[config.mk]
export PLATFORM = sky130hd
export DESIGN_NAME = aes_axis_host
export DESIGN_NICKNAME = d
export VERILOG_FILES = /design/src/rtl/aes_axis_host_pkg.sv /design/src/rtl/aes_axis_rsp_collector.sv /design/src/rtl/aes_axis_host.sv
export SDC_FILE = /design/constraint.sdc
export NUM_CORES = 1
export LEC_CHECK = 0
export CAP_MARGIN = 20
export CORE_MARGIN = 8
export CORE_UTILIZATION = 35
export DETAILED_ROUTE_END_ITERATION = 10
export PLACE_DENSITY = 0.73
export SYNTH_ARGS = -nofsm -noshare
export SYNTH_HDL_FRONTEND = slang
export SYNTH_HIERARCHICAL = 1
export SYNTH_SLANG_ARGS = --single-unit
[constraint.sdc]
create_clock -name axis_aclk -period 3.6 [get_ports axis_aclk]
set_input_delay 0.72 -clock axis_aclk [delete_from_list [all_inputs] [get_ports axis_aclk]]
set_output_delay 0.72 -clock axis_aclk [all_outputs]
set_load 0.05 [all_outputs]
[src/rtl/aes_axis_host_pkg.sv]
// aes_axis_host_pkg: frame constants, command codes, FSM states and byte-swap helper for the AES stream host
package aes_axis_host_pkg;
  localparam int WORD_S = 32;
  localparam int BYTE_S = 8;
  localparam int BLK_S = 128;
  localparam int CMD_FRAME_WORDS = 5;
  localparam int RSP_FRAME_WORDS = 4;
  localparam logic [WORD_S-1:0] ENCRYPT = 32'h0000_0001;
  localparam logic [WORD_S-1:0] SET_KEY = 32'h0000_0002;
  typedef enum logic [1:0] {IDLE, SEND, RECV, RESP} state_e;
  function automatic logic [WORD_S-1:0] byteswap(input logic [WORD_S-1:0] w);
    return {w[BYTE_S-1:0], w[2*BYTE_S-1:BYTE_S], w[3*BYTE_S-1:2*BYTE_S], w[4*BYTE_S-1:3*BYTE_S]};
  endfunction
endpackage

[src/rtl/aes_axis_rsp_collector.sv]
// aes_axis_rsp_collector: RECV beat counter, framing check, optional watchdog (AES_AXIS_HOST_TIMEOUT_EN) and result assembly
module aes_axis_rsp_collector import aes_axis_host_pkg::*; #(
  parameter int TIMEOUT_W = 16
) (
  input  logic              clk_i,
  input  logic              rst_ni,
  input  logic              active_i,
  input  logic              tvalid_i,
  input  logic [WORD_S-1:0] tdata_i,
  input  logic              tlast_i,
  input  logic              clr_i,
  output logic              done_o,
  output logic              err_o,
  output logic [BLK_S-1:0]  data_o
);
  logic [1:0] k_q, k_d;
  logic [BLK_S-1:0] data_q, data_d;
  logic beat, last, to;
  assign beat = active_i && tvalid_i;
  assign last = k_q == 2'(RSP_FRAME_WORDS - 1);
`ifdef AES_AXIS_HOST_TIMEOUT_EN
  logic [TIMEOUT_W-1:0] cnt_q, cnt_d;
  assign cnt_d = (!active_i || beat) ? '0 : cnt_q + 1'b1;
  assign to = active_i && !beat && &cnt_q;
  always_ff @(posedge clk_i)
    if (!rst_ni) cnt_q <= '0;
    else cnt_q <= cnt_d;
`else
  localparam int unused_timeout_w = TIMEOUT_W;
  assign to = 1'b0;
`endif
  assign done_o = (beat && (tlast_i || last)) || to;
  assign err_o = done_o && !(beat && tlast_i && last);
  assign k_d = !active_i ? 2'd0 : beat ? k_q + 2'd1 : k_q;
  // words fill from the top; cleared slots stay zero on short frames
  assign data_d = clr_i ? '0 : beat ? data_q | ({byteswap(tdata_i), 96'b0} >> {k_q, 5'd0}) : data_q;
  assign data_o = data_q;
  always_ff @(posedge clk_i)
    if (!rst_ni) begin
      k_q <= '0;
      data_q <= '0;
    end else begin
      k_q <= k_d;
      data_q <= data_d;
    end
endmodule

[src/rtl/aes_axis_host.sv]
// aes_axis_host: serializes one request into a 5-beat AXIS command frame and returns the 4-beat response as 128 bits
// AES_AXIS_HOST_TIMEOUT_EN enables a TIMEOUT_W-bit response watchdog
module aes_axis_host import aes_axis_host_pkg::*; #(
  parameter int C_M_AXIS_TDATA_WIDTH = 32,
  parameter int C_S_AXIS_TDATA_WIDTH = 32,
  parameter int TIMEOUT_W = 16
) (
  input  logic                              axis_aclk,
  input  logic                              axis_aresetn,
  input  logic                              req_valid,
  output logic                              req_ready,
  input  logic [WORD_S-1:0]                 req_cmd,
  input  logic [BLK_S-1:0]                  req_data,
  output logic                              rsp_valid,
  input  logic                              rsp_ready,
  output logic [BLK_S-1:0]                  rsp_data,
  output logic                              rsp_err,
  output logic                              m00_axis_tvalid,
  output logic [C_M_AXIS_TDATA_WIDTH-1:0]   m00_axis_tdata,
  output logic [C_M_AXIS_TDATA_WIDTH/8-1:0] m00_axis_tstrb,
  output logic                              m00_axis_tlast,
  input  logic                              m00_axis_tready,
  input  logic                              s00_axis_tvalid,
  input  logic [C_S_AXIS_TDATA_WIDTH-1:0]   s00_axis_tdata,
  input  logic [C_S_AXIS_TDATA_WIDTH/8-1:0] s00_axis_tstrb,
  input  logic                              s00_axis_tlast,
  output logic                              s00_axis_tready
);
  state_e state_q, state_d;
  logic [2:0] idx_q, idx_d;
  logic [WORD_S-1:0] cmd_q, cmd_d, m_tdata_q;
  logic [BLK_S-1:0] data_q, data_d, shifted;
  logic req_ready_q, m_tvalid_q, m_tlast_q, s_tready_q, rsp_valid_q, rsp_err_q, rsp_err_d;
  logic done, err, rsp_hs, unused_strb;
  assign unused_strb = ^s00_axis_tstrb;
  assign rsp_hs = rsp_valid_q && rsp_ready;
  assign rsp_err_d = done ? err : rsp_err_q && !rsp_hs;
  always_comb begin
    state_d = state_q;
    idx_d = idx_q;
    cmd_d = cmd_q;
    data_d = data_q;
    case (state_q)
      IDLE: if (req_valid && req_ready_q) begin
        state_d = SEND;
        idx_d = '0;
        cmd_d = req_cmd;
        data_d = req_data;
      end
      SEND: if (m_tvalid_q && m00_axis_tready) begin
        state_d = m_tlast_q ? RECV : SEND;
        idx_d = m_tlast_q ? 3'd0 : idx_q + 3'd1;
      end
      RECV: if (done) state_d = RESP;
      default: if (rsp_hs) state_d = IDLE;
    endcase
  end
  // beat i>0 carries request word i-1, selected by shifting it to the top
  assign shifted = data_d << {idx_d - 3'd1, 5'd0};
  always_ff @(posedge axis_aclk)
    if (!axis_aresetn) begin
      state_q <= IDLE;
      idx_q <= '0;
      cmd_q <= '0;
      data_q <= '0;
      req_ready_q <= 1'b0;
      m_tvalid_q <= 1'b0;
      m_tdata_q <= '0;
      m_tlast_q <= 1'b0;
      s_tready_q <= 1'b0;
      rsp_valid_q <= 1'b0;
      rsp_err_q <= 1'b0;
    end else begin
      state_q <= state_d;
      idx_q <= idx_d;
      cmd_q <= cmd_d;
      data_q <= data_d;
      req_ready_q <= state_d == IDLE;
      m_tvalid_q <= state_d == SEND;
      m_tdata_q <= state_d != SEND ? '0 : idx_d == 3'd0 ? cmd_d : byteswap(shifted[BLK_S-1 -: WORD_S]);
      m_tlast_q <= state_d == SEND && idx_d == 3'(CMD_FRAME_WORDS - 1);
      s_tready_q <= state_d == RECV;
      rsp_valid_q <= state_d == RESP;
      rsp_err_q <= rsp_err_d;
    end
  aes_axis_rsp_collector #(.TIMEOUT_W(TIMEOUT_W)) u_rsp (
    .clk_i(axis_aclk),
    .rst_ni(axis_aresetn),
    .active_i(s_tready_q),
    .tvalid_i(s00_axis_tvalid),
    .tdata_i(s00_axis_tdata),
    .tlast_i(s00_axis_tlast),
    .clr_i(rsp_hs),
    .done_o(done),
    .err_o(err),
    .data_o(rsp_data)
  );
  assign req_ready = req_ready_q;
  assign rsp_valid = rsp_valid_q;
  assign rsp_err = rsp_err_q;
  assign m00_axis_tvalid = m_tvalid_q;
  assign m00_axis_tdata = m_tdata_q;
  assign m00_axis_tstrb = '1;
  assign m00_axis_tlast = m_tlast_q;
  assign s00_axis_tready = s_tready_q;
endmodule

# --- Word-level counts from Yosys, hierarchy flattened ---
# Index checks and enable logic that the tools add are counted.
totals:
  ff_bits: 333
  inputBits: 203
  out_inout_bits: 170
  wordCells: 63
classes:
  add_sub_neg: 3
  n_eq_ne: 8
  shift: 2
  n_mux: 16
  bitwise_logic: 2
  reduce_logical: 19
op_table:
  columns: ["cell", "count"]
  rows:
  - ["128-bit 2-to-1 mux", 2]
  - ["128-bit bitwise OR", 1]
  - ["128-bit by 8-bit << shifter with 128-bit output", 1]
  - ["128-bit by 7-bit right shift with 128-bit output", 1]
  - ["32-bit 2-to-1 mux", 3]
  - ["1-bit logical AND", 10]
  - ["2-bit 2-to-1 mux", 5]
  - ["3-bit 2-to-1 mux", 3]
  - ["2-bit == test (second input constant)", 4]
  - ["2-bit case mux with 3 select lines", 1]
  - ["3-bit case mux with 2 select lines", 1]
  - ["2-bit by 1-bit == test with 1-bit output (second input constant)", 2]
  - ["2-bit logical NOT", 2]
  - ["2-bit OR reduction", 2]
  - ["3-bit by 1-bit adder with 3-bit output (second input constant)", 1]
  - ["3-bit == test (second input constant)", 1]
  - ["3-bit logical NOT", 1]
  - ["3-bit by 1-bit subtractor with 3-bit output (second input constant)", 1]
  - ["2-bit by 1-bit adder with 2-bit output (second input constant)", 1]
  - ["1-bit logical NOT", 2]
  - ["2-bit by 1-bit inequality test with 1-bit output (second input constant)", 1]
  - ["2-bit AND reduction", 1]
  - ["1-bit logical OR", 1]
  - ["1-bit 2-to-1 mux", 1]
  - ["1-bit inverter", 1]

# --- Depth between registers and ports, before layout ---
# Gate-level depths: netlist of the first run.
depth:
  word_depth: 7
  mapped_depth: 12
  mapped_depth_nobuf: 8

# --- Hierarchy ---
# Netlist of the first run, hierarchy kept.
modules_own_cells:
  columns: ["module", "n_inst", "cells_per_inst", "area_per_inst_um2", "seq_area_each_um2"]
  rows:
  - ["aes_axis_host", 1, 856, 8185.4, 4063.9]
  - ["aes_axis_rsp_collector", 1, 342, 4386.7, 2602.5]

# --- Worst setup path after synthesis of the first run ---
# No wires, ideal clock.
synth_timing:
  path_type: "register to register"
  start: "reg m_tvalid_q, in the netlist m00_axis_tvalid"
  end: "reg m_tdata_q[2], in the netlist m00_axis_tdata[2]"
  setup_time_ps: 76
  t_arrival_ps: 2953
  required_ps: 3524
  slack_ps: 571
  stages_incl_launch_ff: 11
  path_buffers: 4
  period_less_slack_ps: 3029
  path_cell_list: "dfxtp_1 -> nand4b_4 -> mux2i_2 -> or2_1 -> buf_6 -> buf_6 -> ha_1 -> buf_1 -> clkbuf_1 -> mux4_2 -> o22ai_1"
synth_between:
  elab_chain_cells: 6
  word_cells_on_any_way: 11
  cone_classes: "1 x add/sub; 1 x eq/ne; 1 x shift; 5 x mux; 3 x reduce/logical"
synth_lines:
  columns: ["element", "line_no", "source"]
  rows:
  - ["from (decl)", "aes_axis_host.sv:33", "logic req_ready_q, m_tvalid_q, m_tlast_q, s_tready_q, rsp_valid_q, rsp_err_q, rsp_err_d;"]
  - ["from (signal assigned)", "aes_axis_host.sv:67", "m_tvalid_q <= 1'b0;"]
  - ["from (signal assigned)", "aes_axis_host.sv:79", "m_tvalid_q <= state_d == SEND;"]
  - ["1-bit logical AND (*)", "aes_axis_host.sv:50", "SEND: if (m_tvalid_q && m00_axis_tready) begin"]
  - ["3-bit 2-to-1 mux", "aes_axis_host.sv:50", null]
  - ["3-bit case mux with 2 select lines", "aes_axis_host.sv:43", "case (state_q)"]
  - ["3-bit by 1-bit subtractor with 3-bit output", "aes_axis_host.sv:59", "assign shifted = data_d << {idx_d - 3'd1, 5'd0};"]
  - ["128-bit by 8-bit << shifter with 128-bit output", "aes_axis_host.sv:59", null]
  - ["32-bit 2-to-1 mux", "aes_axis_host.sv:80", "m_tdata_q <= state_d != SEND ? '0 : idx_d == 3'd0 ? cmd_d : byteswap(shifted[BLK_S-1 -: WORD_S]);"]
  - ["to (signal assigned)", "aes_axis_host.sv:80", null]
  - ["to (decl)", "aes_axis_host.sv:31", "logic [WORD_S-1:0] cmd_q, cmd_d, m_tdata_q;"]
# Every way passes the cells marked *; elsewhere a longest branch is shown, timed or not.
# A chain may end at the register's enable or synchronous reset.

# --- Worst setup path after layout of the first run ---
layout_timing:
  start: "in m00_axis_tready"
  end: "reg m_tdata_q[25], in the netlist m00_axis_tdata[25]"
layout_between:
  elab_chain_cells: 6
  word_cells_on_any_way: 11
  cone_classes: "1 x add/sub; 1 x eq/ne; 1 x shift; 5 x mux; 3 x reduce/logical"
layout_lines:
  columns: ["element", "line_no", "source"]
  rows:
  - ["from (decl)", "aes_axis_host.sv:22", "input logic m00_axis_tready,"]
  - ["1-bit logical AND (*)", "aes_axis_host.sv:50", null]
  - ["3-bit 2-to-1 mux", "aes_axis_host.sv:50", null]
  - ["3-bit case mux with 2 select lines", "aes_axis_host.sv:43", null]
  - ["3-bit by 1-bit subtractor with 3-bit output", "aes_axis_host.sv:59", null]
  - ["128-bit by 8-bit << shifter with 128-bit output", "aes_axis_host.sv:59", null]
  - ["32-bit 2-to-1 mux", "aes_axis_host.sv:80", null]
# Marks and branches as above.

==> results of run 1 <==
[final timing paths]
| kind | from | end | slack (ns) | cells past startpoint |
|---|---|---|---|---|
| max | m00_axis_tready | m00_axis_tdata[25] | 0.72 | 8 |
| min | data_q[24] | data_q[24] | 0.45 | 2 |
| max reg2reg | state_q[0] | m00_axis_tdata[25] | 0.95 | 7 |
| min reg2reg | data_q[24] | data_q[24] | 0.45 | 2 |
[logic make-up after synthesis]
kind of cell | Yosys count
DFF | 333
xor gates and xnor gates | 1
AOI/OAI and AO/OA | 248
other | 1
and+or+nand+nor | 319
adders and majority gates | 4
muxes | 129
buffers and inverters | 163
[state kept, by name (all words and copies together), names as in the netlist, 2 cells and up]
| signal | cells |
|---|---|
| data_q | 128 |
| u_rsp/data_o | 128 |
| cmd_q | 32 |
| m00_axis_tdata | 32 |
| idx_q | 3 |
| state_q | 2 |
| u_rsp/k_q | 2 |
[critical path: cells and delay by family]
| kind | cells | cell delay (ns) |
|---|---|---|
| buffers and inverters | 2 | 0.87 |
| adders and majority gates | 1 | 0.61 |
| muxes | 2 | 0.50 |
| and+or+nand+nor | 2 | 0.46 |
| AOI/OAI and AO/OA | 1 | 0.13 |
[cells in the final DEF, fill, tap and decap left out, types with 23 or more instances in the layout]
cell type | netlist | final
clkdlybuf4s50_1 | 0 | 363
dfxtp_1 | 333 | 333
nand2_1 | 147 | 147
o2bb2ai_1 | 117 | 117
mux2i_1 | 91 | 91
nor2_1 | 84 | 84
a21oi_1 | 73 | 73
inv_1 | 58 | 58
clkbuf_16 | 0 | 39
nor2b_1 | 36 | 35
o22ai_1 | 32 | 32
nand4b_1 | 32 | 32
mux4_2 | 29 | 29
buf_4 | 12 | 23
[stage by stage]
step,worst slack [ns],utilization (%)
global placement,0.2321,46.54
floorplan,0.5712,-
detailed placement,0.1833,46.54
global route,0.5833,50.10
finish,0.7205,50.10
CTS,0.7059,50.09
[power by group]
| part | leakage (µW) | total [µW] | internal [µW] | switching [µW] |
|---|---|---|---|---|
| combinational | 0.00274 | 735 | 375 | 359 |
| sequential | 0.00270 | 3820 | 3780 | 39.6 |
| clock | 0.000620 | 3860 | 2390 | 1470 |
| total | 0.00606 | 8410 | 6540 | 1870 |
[cell type report]
class | instances | share of cell area [%]
Multi-Input combinational cell | 705 | 29.11
Clock buffer | 57 | 6.377
Timing Repair Buffer | 390 | 21.78
Inverter | 59 | 1.260
Tap cell | 461 | 3.245
Antenna cell | 1 | 0.01408
Clock inverter | 8 | 0.7109
Sequential cell | 333 | 37.50
[per-layer routing]
layer  track usage (%)  up-vias
li1                  -     4865
met2             29.38      416
met1             22.94     4917
met3             5.605       59
met5                 0        -
met4             4.672        4
==> results.json, run 1 <==
{
  "status": "finished clean",
  "fin_tns_setup_ns": 0,
  "synth_xor_area_share_pct": 0.06967,
  "synth_top_flop_cell": "dfxtp_1",
  "cts-htree-levels": 2,
  "p_total_uw": 8414,
  "vias": 10260,
  "grt.overflow.total": 0,
  "relSlewSlack_pct": 34.37,
  "hold_buffers": 0,
  "cts.clk_slew.worst_paths_ns": 0.06,
  "cts_setup_buffers": 0,
  "fin_nets": 1733,
  "wl_met1_um": 17210,
  "synth_top_family_by_area": "compound AO/OA/AOI/OAI gates",
  "route.met2.wl_um": 18230,
  "ys_async_sr_fraction_pct": 0,
  "ff_latch_area_um2": 6666,
  "skew_ns": 0.01653,
  "setup_viol": 0,
  "ctsResizeCount": 0,
  "die_height_um": 205.5,
  "min_period_ns": 2.879,
  "synth_area_per_cell_um2": 10.49,
  "wire_per_inst_um": 19.94,
  "rsz0062_at_grt": "false",
  "clockRootBuffer": "clkbuf_16",
  "grt_pass1_wl_um": 60420,
  "synth_mux_area_share_pct": 13.27,
  "cts_buffer_depth": 3,
  "synth-adder-area-share_pct": 0.3981,
  "clock_latency_ns": 0.51,
  "drtIter0Drc": 519,
  "layout.cells.non_filler": 2014,
  "cts_sinks": 333,
  "antenna_found_initial": 4,
  "final_area_um2": 17780,
  "layout-drive-gt1-share_pct": 9.021,
  "fp.coreArea_um2": 35480,
  "place_area_um2": 16510,
  "top_layer": "met5",
  "cpPeakStageDelay_ns": 0.61,
  "numPortBuffers": 364,
  "num_io_pins": 373,
  "syn_inst": 1198,
  "ys_warn_count": 6,
  "rows": 69,
  "yosysTopAreaCellShare_pct": 53.03,
  "area_growth_pct": 41.39,
  "cpMaxStageDelayCell": "ha_2",
  "period_share_pct": 79.99,
  "synth-compound-area-share_pct": 14.92,
  "synth-edff-count": 0,
  "yosysMostFrequentCell": "dfxtp_1",
  "holdCritPathClass": "flop to flop",
  "crit_fanout": 16,
  "ant_nets": 0,
  "final_max_slew_viol_count": 0,
  "synth_cell_types": 43,
  "synth_area_leaders": "dfxtp_1 53%, o2bb2ai_1 8.2%, mux2i_1 7.2%, mux4_2 5.2%, nand2_1 4.4%",
  "end_kind": "flop",
  "fmaxAchievable_mhz": 347.3,
  "yosys.area.top_type": "dfxtp_1",
  "gp_congestion": 0.8153,
  "yosys-top-cells-count": "333 x dfxtp_1, 147 x nand2_1, 117 x o2bb2ai_1",
  "holdWs_ns": 0.4521,
  "power.density_nw_per_um2": 473.4,
  "dieArea_um2": 42240,
  "cp-start-kind": "input port",
  "cts_tree": "built",
  "dr_wl_met3_um": 3813,
  "place_hpwl_um": 28120,
  "tritoncts.num_buffers": 37,
  "synth-seq-area-share_pct": 53.03,
  "grt_usage_pct": 18.05,
  "drc": 0,
  "syn-cell-area_um2": 12570,
  "worstPathArrival_ns": 3.30,
  "ys_ff_latch": 333,
  "hold_viol_final": 0,
  "start_util_pct": 35.43,
  "dr.pass1.iters": 5,
  "die_w_um": 205.5,
  "max_cap_viol_count": 0,
  "n_fill_cell": 3162,
  "peakVddDrop_v": 0.0002954,
  "via_per_inst": 5.095,
  "path_class": "input port to flop",
  "grt_max_degree": 129,
  "grt_pass1_vias": 10420,
  "dp.cells": 1948,
  "multi_input_area_um2": 5175,
  "routed_wl_um": 40170,
  "cp_cell_sequence": "clkdlybuf4s50_1 > nand4b_4 > mux2i_2 > or2_2 > ha_2 > buf_4 > mux4_2 > o22ai_1",
  "worst_pin_slew_ns": 0.9845,
  "cp.required_ns": 4.02,
  "leakagePower_uw": 0.006059,
  "yosys.area_share.simple_pct": 12.14
}
(Power assumes the default switching activity.)
==> run 2, diff against run 1 <==
--- a/config.mk
+++ b/config.mk
@@ -9,7 +9,7 @@
 export CORE_MARGIN = 8
 export CORE_UTILIZATION = 35
 export DETAILED_ROUTE_END_ITERATION = 10
-export PLACE_DENSITY = 0.73
+export PLACE_DENSITY = 0.76
 export SYNTH_ARGS = -nofsm -noshare
 export SYNTH_HDL_FRONTEND = slang
 export SYNTH_HIERARCHICAL = 1
==> constraint.sdc (replaced) <==
create_clock -name axis_aclk -period 2.64 [get_ports axis_aclk]
set_input_delay 0.528 -clock axis_aclk [delete_from_list [all_inputs] [get_ports axis_aclk]]
set_output_delay 0.528 -clock axis_aclk [all_outputs]
set_load 0.05 [all_outputs]
==> run 2 against run 1 <==
  * Combinational power increased by 43%
  * Critical path depth did not move
  * Final area rose by 0.86%
  * Die area unchanged
  * Critical endpoint is now m00_axis_tdata[16]
==> results.json, run 2 (synthesis results as in run 1) <==
{
  "peakVddDrop_v": 0.0005139,
  "path_delay_family": "buffers and inverters",
  "cpPeakStageDelay_ns": 0.57,
  "p_clk_share_pct": 43.8,
  "num_io_pins": 373,
  "final_area_um2": 17930,
  "fin_nets": 1751,
  "via_per_inst": 5.110,
  "pwr-share-comb_pct": 9.4,
  "cts_tree": "built",
  "drc": 0,
  "crit_fanout": 10,
  "status": "finished clean",
  "grt_usage_pct": 18.33,
  "cts_sinks": 333,
  "hold_viol_final": 0,
  "dieArea_um2": 42240,
  "ctsResizeCount": 0,
  "die_w_um": 205.5,
  "fmaxAchievable_mhz": 410.5,
  "layout-drive-gt1-share_pct": 10.39,
  "start_util_pct": 35.43,
  "final_max_slew_viol_count": 0,
  "cp.required_ns": 3.08,
  "vias": 10380,
  "final_common_cell": "clkdlybuf4s50_1",
  "cts_buffer_depth": 3,
  "clock_latency_ns": 0.52,
  "layout_common_cells": "361 x clkdlybuf4s50_1, 331 x dfxtp_1, 147 x nand2_1",
  "worstPathArrival_ns": 2.88,
  "max_cap_viol_count": 0,
  "timing.final.ws_setup_ns": 0.2040,
  "skew_ns": 0.01567,
  "cp_cell_sequence": "clkdlybuf4s50_1 > nand4b_4 > mux2i_2 > or2_2 > ha_2 > buf_4 > mux4_2 > o22ai_1",
  "dr.pass1.iters": 5,
  "rsz0062_at_grt": "false",
  "grt_pass1_wl_um": 61490,
  "timing.critical_path.buf_inv": 2,
  "die_height_um": 205.5,
  "dpl_worst_slack_ns": -0.3574,
  "routed_wl_um": 40860,
  "area_growth_pct": 42.61,
  "hold_buffers": 0,
  "rows": 69,
  "grt.overflow.total": 0,
  "cpMaxStageDelayCell": "clkdlybuf4s50_1",
  "ant_nets": 0,
  "power.density_nw_per_um2": 620.9,
  "fp.coreArea_um2": 35480,
  "drtIter0Drc": 633,
  "min_period_ns": 2.436,
  "switching_share_pct": 23.17,
  "grt_pass1_vias": 10660,
  "relSlewSlack_pct": 56.77,
  "internal-power_uw": 8552,
  "antenna_found_initial": 1,
  "period_share_pct": 92.27,
  "cts_setup_buffers": 0,
  "wire_per_inst_um": 20.11,
  "setup_viol": 0,
  "holdCritPathClass": "flop to flop",
  "tritoncts.num_buffers": 36,
  "end_kind": "flop",
  "gp_congestion": 0.8367,
  "cts-htree-levels": 2,
  "leakagePower_uw": 0.006131,
  "worst_pin_slew_ns": 0.6464,
  "path_class": "input port to flop",
  "p_sw_uw": 2579,
  "seqPwrFrac_pct": 46.8,
  "cp-start-kind": "input port",
  "grt_max_degree": 130,
  "place_area_um2": 16780,
  "clockRootBuffer": "clkbuf_16",
  "place_hpwl_um": 29390,
  "cts.clk_slew.worst_paths_ns": 0.06,
  "numPortBuffers": 364
}
run 2: changes by cell type in the layout (fill, tap and decap cells not counted), sizes merged:
cell | previous run | this run
buf | 27 | 48
clkbuf | 57 | 50
clkinv | 2 | 8
bufinv | 3 | 1
clkdlybuf4s50 | 363 | 361
clkinvlp | 0 | 1
diode | 1 | 2
run 2: final cells by class:
class / instances / area [µm²]
clock buffers: 50 / 1035
inverters: 59 / 224.0
repair buffers: 409 / 4134
well taps: 461 / 576.8
fillers: 3108 / 17550
flip-flops and latches: 333 / 6671
multi-input cells: 705 / 5175
diodes: 2 / 5.005
clock inverters: 13 / 107.6
run 2: metrics by stage:
stage          TNS, ns  instances  hold WS, ns  util (%)  total power [µW]
6_report             0       2032       0.4549     50.53             11130
2_1_floorplan        0       1201       0.4363         -              5860
5_1_grt              0       2030       0.4710     50.51             11520
3_5_place_dp    -8.382       1967       0.4454     47.29              6371
4_1_cts              0       2030       0.4548     50.51             11240
3_3_place_gp    -6.936       1967       0.4417     47.29              6351
run 2: routing by layer:
metal	vias up	GRT usage [%]	share of wire [%]
met1	4987	23.17	42
met5	-	0	0.027
met4	2	4.110	1.7
met2	444	30.87	47
li1	4893	-	-
met3	57	4.928	9.0
run 2: power by group through the flow:
| stage | Combinational (µW) | Clock (µW) | Sequential (µW) |
|---|---|---|---|
| 2_1_floorplan | 515 | 0 | 5340 |
| 3_3_place_gp | 1030 | 0 | 5320 |
| 3_5_place_dp | 1050 | 0 | 5320 |
| 4_1_cts | 1060 | 4970 | 5210 |
| 5_1_grt | 1130 | 5170 | 5220 |
| 6_report | 1050 | 4870 | 5210 |
run 2: worst paths after layout:
| path | from | end | cells after the start | slack, ns |
|---|---|---|---|---|
| min | data_q[114] | data_q[114] | 2 | 0.45 |
| max | m00_axis_tready | m00_axis_tdata[16] | 8 | 0.20 |
| min reg2reg | data_q[114] | data_q[114] | 2 | 0.45 |
| max reg2reg | state_q[0] | m00_axis_tdata[16] | 7 | 0.24 |
run 2: worst min-delay path, delay by kind of cell (launching register included):
family           cells  cell delay [ns]
flip-flops           1             0.31
AO/OA/AOI/OAI        1             0.05
AND/OR/NAND/NOR      1             0.05
